**src/rtl/grf_operand_fetch_if.sv**
```systemverilog
// Decode/issue-side bundle between the decoder, the GRF read ports, writeback
// and the operand fetch block.
interface grf_operand_fetch_if #(
  parameter int CNT_W = 32
);
  logic             id_valid;
  logic             id_ready;
  logic [4:0]       id_rs;
  logic             id_rs_use;
  logic [4:0]       id_rt;
  logic             id_rt_use;
  logic [4:0]       id_dst;
  logic             id_dst_we;
  logic [31:0]      grf_rd1;
  logic [31:0]      grf_rd2;
  logic             wb_we;
  logic [4:0]       wb_a3;
  logic [31:0]      wb_wd;
  logic [31:0]      opnd_a;
  logic [31:0]      opnd_b;
  logic [31:0]      busy_vec;
  logic [3:0]       inflight;
  logic [CNT_W-1:0] stall_cnt;
  logic             clr_cnt;
  logic             wb_err;

  modport master (
    output id_valid, id_rs, id_rs_use, id_rt, id_rt_use, id_dst, id_dst_we,
           grf_rd1, grf_rd2, wb_we, wb_a3, wb_wd, clr_cnt,
    input  id_ready, opnd_a, opnd_b, busy_vec, inflight, stall_cnt, wb_err
  );

  modport slave (
    input  id_valid, id_rs, id_rs_use, id_rt, id_rt_use, id_dst, id_dst_we,
           grf_rd1, grf_rd2, wb_we, wb_a3, wb_wd, clr_cnt,
    output id_ready, opnd_a, opnd_b, busy_vec, inflight, stall_cnt, wb_err
  );
endinterface

```
**src/rtl/grf_operand_fetch.sv**
```systemverilog
// Operand fetch: per-register write scoreboard, same-cycle writeback forwarding,
// RAW/WAW/in-flight issue blocking and a saturating stall counter.

module grf_opnd_resolve (
  input  logic [4:0]  ra_i,
  input  logic [31:0] rd_i,
  input  logic        wb_we_i,
  input  logic [4:0]  wb_a3_i,
  input  logic [31:0] wb_wd_i,
  output logic        hit_o,
  output logic [31:0] opnd_o
);
  // GRF writes land at the edge, so a writeback this cycle must be bypassed.
  assign hit_o  = wb_we_i && (wb_a3_i == ra_i) && (ra_i != 5'd0);
  assign opnd_o = (ra_i == 5'd0) ? 32'd0 : (hit_o ? wb_wd_i : rd_i);
endmodule

module grf_operand_fetch #(
  parameter int MAX_INFLIGHT = 8,
  parameter int CNT_W        = 32
) (
  input  logic               clk,
  input  logic               reset,
  grf_operand_fetch_if.slave bus
);
  localparam int NSRC = 2;

  logic [31:0]      busy_q, busy_d;
  logic [3:0]       inflight_q, inflight_d;
  logic [CNT_W-1:0] stall_q, stall_d;
  logic             err_q, err_d;

  logic [NSRC-1:0][4:0]  src;
  logic [NSRC-1:0][31:0] rd, opnd;
  logic [NSRC-1:0]       src_use, hit, raw;

  assign src     = {bus.id_rt, bus.id_rs};
  assign rd      = {bus.grf_rd2, bus.grf_rd1};
  assign src_use = {bus.id_rt_use, bus.id_rs_use};

  for (genvar g = 0; g < NSRC; g++) begin : g_src
    grf_opnd_resolve u_res (
      .ra_i    (src[g]),
      .rd_i    (rd[g]),
      .wb_we_i (bus.wb_we),
      .wb_a3_i (bus.wb_a3),
      .wb_wd_i (bus.wb_wd),
      .hit_o   (hit[g]),
      .opnd_o  (opnd[g])
    );
    assign raw[g] = src_use[g] && busy_q[src[g]] && !hit[g];
  end

  logic wb_nz, wb_clr, wb_bad, dst_nz, dst_hit, waw, full, ready, set;

  assign wb_nz   = bus.wb_we && (bus.wb_a3 != 5'd0);
  assign wb_clr  = wb_nz && busy_q[bus.wb_a3];
  assign wb_bad  = wb_nz && !busy_q[bus.wb_a3];
  assign dst_nz  = bus.id_dst_we && (bus.id_dst != 5'd0);
  assign dst_hit = bus.wb_we && (bus.wb_a3 == bus.id_dst);
  assign waw     = dst_nz && busy_q[bus.id_dst] && !dst_hit;
  // A retiring write frees a slot in the same cycle, so a full window can still issue.
  assign full    = (inflight_q == 4'(MAX_INFLIGHT)) && !wb_clr;
  assign ready   = reset && !(|raw) && !waw && !full;
  assign set     = bus.id_valid && ready && dst_nz;

  always_comb begin
    busy_d     = busy_q;
    inflight_d = inflight_q + 4'(set) - 4'(wb_clr);
    err_d      = err_q | wb_bad;
    stall_d    = stall_q;
    if (wb_clr) busy_d[bus.wb_a3] = 1'b0;
    // Set after clear so a re-issue to the retiring register keeps it busy.
    if (set)    busy_d[bus.id_dst] = 1'b1;
    if (bus.clr_cnt)
      stall_d = '0;
    else if (bus.id_valid && !ready && !(&stall_q))
      stall_d = stall_q + CNT_W'(1);
  end

  always_ff @(posedge clk or negedge reset) begin
    if (!reset) begin
      busy_q     <= '0;
      inflight_q <= '0;
      stall_q    <= '0;
      err_q      <= 1'b0;
    end else begin
      busy_q     <= busy_d;
      inflight_q <= inflight_d;
      stall_q    <= stall_d;
      err_q      <= err_d;
    end
  end

  assign bus.id_ready  = ready;
  assign bus.opnd_a    = opnd[0];
  assign bus.opnd_b    = opnd[1];
  assign bus.busy_vec  = busy_q;
  assign bus.inflight  = inflight_q;
  assign bus.stall_cnt = stall_q;
  assign bus.wb_err    = err_q;
endmodule

```
**src/flat_wrapper.sv**
```systemverilog
// flat-port wrapper written by rule: the top's interface ports become plain ports
module grf_operand_fetch_flat 
#(
  parameter int MAX_INFLIGHT = 8,
  parameter int CNT_W        = 32
)
  (clk, reset, bus_id_valid, bus_id_rs, bus_id_rs_use, bus_id_rt, bus_id_rt_use, bus_id_dst, bus_id_dst_we, bus_grf_rd1, bus_grf_rd2, bus_wb_we, bus_wb_a3, bus_wb_wd, bus_clr_cnt, bus_id_ready, bus_opnd_a, bus_opnd_b, bus_busy_vec, bus_inflight, bus_stall_cnt, bus_wb_err);
  grf_operand_fetch_if #(.CNT_W(CNT_W)) bus_i ();
  input  logic clk;
  input  logic reset;
  input wire logic [$bits(bus_i.id_valid)-1:0] bus_id_valid;
  input wire logic [$bits(bus_i.id_rs)-1:0] bus_id_rs;
  input wire logic [$bits(bus_i.id_rs_use)-1:0] bus_id_rs_use;
  input wire logic [$bits(bus_i.id_rt)-1:0] bus_id_rt;
  input wire logic [$bits(bus_i.id_rt_use)-1:0] bus_id_rt_use;
  input wire logic [$bits(bus_i.id_dst)-1:0] bus_id_dst;
  input wire logic [$bits(bus_i.id_dst_we)-1:0] bus_id_dst_we;
  input wire logic [$bits(bus_i.grf_rd1)-1:0] bus_grf_rd1;
  input wire logic [$bits(bus_i.grf_rd2)-1:0] bus_grf_rd2;
  input wire logic [$bits(bus_i.wb_we)-1:0] bus_wb_we;
  input wire logic [$bits(bus_i.wb_a3)-1:0] bus_wb_a3;
  input wire logic [$bits(bus_i.wb_wd)-1:0] bus_wb_wd;
  input wire logic [$bits(bus_i.clr_cnt)-1:0] bus_clr_cnt;
  output wire logic [$bits(bus_i.id_ready)-1:0] bus_id_ready;
  output wire logic [$bits(bus_i.opnd_a)-1:0] bus_opnd_a;
  output wire logic [$bits(bus_i.opnd_b)-1:0] bus_opnd_b;
  output wire logic [$bits(bus_i.busy_vec)-1:0] bus_busy_vec;
  output wire logic [$bits(bus_i.inflight)-1:0] bus_inflight;
  output wire logic [$bits(bus_i.stall_cnt)-1:0] bus_stall_cnt;
  output wire logic [$bits(bus_i.wb_err)-1:0] bus_wb_err;
  assign bus_i.id_valid = bus_id_valid;
  assign bus_i.id_rs = bus_id_rs;
  assign bus_i.id_rs_use = bus_id_rs_use;
  assign bus_i.id_rt = bus_id_rt;
  assign bus_i.id_rt_use = bus_id_rt_use;
  assign bus_i.id_dst = bus_id_dst;
  assign bus_i.id_dst_we = bus_id_dst_we;
  assign bus_i.grf_rd1 = bus_grf_rd1;
  assign bus_i.grf_rd2 = bus_grf_rd2;
  assign bus_i.wb_we = bus_wb_we;
  assign bus_i.wb_a3 = bus_wb_a3;
  assign bus_i.wb_wd = bus_wb_wd;
  assign bus_i.clr_cnt = bus_clr_cnt;
  assign bus_id_ready = bus_i.id_ready;
  assign bus_opnd_a = bus_i.opnd_a;
  assign bus_opnd_b = bus_i.opnd_b;
  assign bus_busy_vec = bus_i.busy_vec;
  assign bus_inflight = bus_i.inflight;
  assign bus_stall_cnt = bus_i.stall_cnt;
  assign bus_wb_err = bus_i.wb_err;
  grf_operand_fetch #(.MAX_INFLIGHT(MAX_INFLIGHT), .CNT_W(CNT_W)) u_core (.clk(clk), .reset(reset), .bus(bus_i));
endmodule
```
**config.mk**
```make
export PLATFORM = sky130hd
export DESIGN_NAME = grf_operand_fetch_flat
export DESIGN_NICKNAME = d
export VERILOG_FILES = /design/src/rtl/grf_operand_fetch_if.sv /design/src/rtl/grf_operand_fetch.sv /design/src/flat_wrapper.sv
export SDC_FILE = /design/constraint.sdc
export NUM_CORES = 1
export LEC_CHECK = 0
export BUFFER_PORTS_ARGS = -buffer_cell sky130_fd_sc_hd__buf_2
export CORE_UTILIZATION = 53
export DETAILED_ROUTE_END_ITERATION = 8
export PLACE_DENSITY = 0.87
export SLEW_MARGIN = 20
export SYNTH_ARGS = -nofsm -noshare
export SYNTH_HDL_FRONTEND = slang
export SYNTH_SLANG_ARGS = --single-unit
```
**constraint.sdc**
```tcl
create_clock -name clk -period 6.7 [get_ports clk]
set_input_delay 1.34 -clock clk [delete_from_list [all_inputs] [get_ports clk]]
set_output_delay 1.34 -clock clk [all_outputs]
set_load 0.05 [all_outputs]
```
==> impl_metrics.ini <==
[run_status]
status = completed

[worst_setup_path]
timing.critical_path.arrival_ns = 4.12
path_max_fanout = 35
path_class = primary input to output port
end_kind = output port
required_ns = 5.36
rr_worst_depth = 12
crit_path_start_kind = primary input

[route]
ant_nets = 0
drc = 0
wirelength_um = 22340
wl_per_cell_um = 19.86
drt_iter0_drc = 1090
vias = 7131
drtPass1Iterations = 6
vias_per_cell = 6.339

[clock_network]
clkSlewWorstSetupHoldPaths_ns = 0.06
cts_tree = done
cts-hold-fix-buffers = 0
cts_root_buf = clkbuf_16
cts_made_buffers = 9
cts_resized = 0
clk_latency_ns = 0.33
clock-sinks = 69
cts_max_path_buffers = 2
ctsHtreeMaxLevel = 3
cts_setup_buffers = 0

[synthesis]
synth_most_common_cell = nand2_1
ys_async_sr_fraction_pct = 100.0
syn_nets = 896
synth_area_um2 = 5979
yosysTopAreaCellShare_pct = 28.88
syn_inst = 765
yosysWarnings = 0
synth_area_leader_cell = dfrtp_1
syn_avg_cell_area_um2 = 7.816
synth_edf_count = 0
yosys-top-cells-count = nand2_1, o21ai_0, dfrtp_1
yosysSeqAreaShare_pct = 28.88
synth_area_leaders = dfrtp_1, nand2_1, o21ai_0
ys.flop_type = dfrtp_1
synth_cell_types = 56
ys_ff_latch = 69

[sta]
fin_setup_tns_ns = 0
setup_violations = 0
slew_headroom_pct = 36.76
finalCritPeriodShare_pct = 81.44
worstMarginPinSlew_ns = 0.9414
fin_crit_ns = 5.456
max_freq_ghz = 0.1833
slew_viol_final = 0
hold_ws_ns = 0.4765
hold_viol_final = 0
skew_ns = 0.006401
rsz0062_at_grt = false
setup_ws_ns = 1.244

[placed_design]
dp_hpwl_um = 16050
gp_congestion = 0.9880
port_buffers = 257
place_area_um2 = 7248
post-place-ws_ns = 1.240
place_inst = 1108

[floorplanning]
fp.dieH_um = 108.2
die_w_um = 108.2
initial_utilization_pct = 54.68
core-area_um2 = 10940
die-area_um2 = 11710
rows = 38
io_pins = 258

[global_routing]
grt_use_met1_pct = 46.87
use_met3_pct = 12.30
grt_usage_pct = 37.62
overflow = 0
grt_use_met2_pct = 58.37
antenna_found_initial = 1
grt_pass1_wl_um = 33600
top_usage_layer = met2
grt_max_degree = 70
first_global_vias = 6466

[finish]
area_growth_pct = 26.49
nets = 1110
finalNonFillerCells = 1125
final_cell_area_um2 = 7564
drive_gt1_share_pct = 32.93

[hold_path]
worstHoldPathType = flip-flop to flip-flop
hold_depth = 1

[job]
maxCapViolations = 0

[power]
p_leak_nw = 3.619
ir_worst_vdd_mv = 0.2753
power_density_nw_per_um2 = 220.7
layer usage:
layer | part of all wire [%] | routed length, um
met5 | 0 | 0
met4 | 4.6 | 1024
met3 | 12 | 2750
met2 | 46 | 10290
met1 | 37 | 8278
final cells by class:
| cell class | instances | area (um2) |
|---|---|---|
| Tap cell | 140 | 175.2 |
| Sequential cell | 69 | 1727 |
| Antenna cell | 1 | 2.502 |
| Inverter | 23 | 86.33 |
| Multi-Input combinational cell | 611 | 3914 |
| Timing Repair Buffer | 265 | 1346 |
| Clock buffer | 13 | 270.3 |
| Clock inverter | 3 | 42.54 |
| Fill cell | 932 | 3372 |
report_power, final:
| group | internal (W) | switching, W | total (W) |
|---|---|---|---|
| Sequential | 0.000457 | 0.0000725 | 0.000530 |
| Combinational | 0.000190 | 0.000455 | 0.000645 |
| Clock | 0.000318 | 0.000176 | 0.000494 |
cells by family (layout without fill, tap and decap cells):
kind of cell	Yosys count	after routing	share of synthesized area, %
multiplexers	68	68	14.90
other	0	1	0
adder cells (fa/ha/maj)	7	7	1.590
flip-flops	69	69	28.88
XOR/XNOR	17	17	2.490
buffers and inverters	85	304	5.712
AO/OA/AOI/OAI	193	193	19.63
AND/OR/NAND/NOR	326	326	26.80
final timing paths:
check | start | endpoint | slack, ns
max | bus_id_rs[0] | bus_id_ready | 1.24
min | u_core.bus.wb_err | u_core.bus.wb_err | 0.48
max reg2reg | u_core.bus.busy_vec[31] | u_core.bus.inflight[2] | 3.22
min reg2reg | u_core.bus.wb_err | u_core.bus.wb_err | 0.48
max in group asynchronous | reset | u_core.bus.busy_vec[11] | 4.83
min in group asynchronous | reset | u_core.bus.busy_vec[14] | 1.28
registers in the layout, indices dropped and copies added (netlist names):
register / cells
u_core.bus.busy_vec: 32
u_core.bus.inflight: 4
u_core.bus.wb_err: 1
u_core.bus.stall_cnt: 32
through the flow:
stage / utilization, % / power [W]
after floorplan: - / 0.0009663
after global placement: 66.28 / 0.001149
after detailed placement: 66.28 / 0.001164
after CTS: 69.14 / 0.001655
after global routing: 69.16 / 0.001722
final: 69.16 / 0.001669
cells in the final DEF (no fill, tap or decap), types with 9 or more instances in the layout:
| cell | synthesis | layout |
|---|---|---|
| nor2_1 | 38 | 38 |
| o22ai_1 | 10 | 10 |
| mux4_2 | 15 | 15 |
| nand3_1 | 25 | 25 |
| a21oi_1 | 18 | 18 |
| nor3_1 | 11 | 11 |
| o31ai_1 | 27 | 27 |
| nand3b_1 | 12 | 12 |
| nor4_1 | 9 | 9 |
| buf_2 | 12 | 257 |
| inv_1 | 23 | 23 |
| mux2i_1 | 35 | 35 |
| o41ai_1 | 10 | 10 |
| o21ai_0 | 99 | 99 |
| nand4_1 | 19 | 19 |
| clkbuf_16 | 0 | 9 |
| xor2_1 | 9 | 9 |
| nand2_1 | 147 | 147 |
| mux2_2 | 16 | 16 |
| nor2b_1 | 19 | 19 |
| dfrtp_1 | 69 | 69 |
critical path, stage by stage:
cell       delay (ns)
buf_2            0.32
or4_1            0.18
buf_4            0.31
and4_2           0.65
buf_4            0.37
nor2b_1          0.10
a2bb2oi_1        0.33
and2_1           0.23
buf_2            0.28
Power figures use the tool's default switching activity.
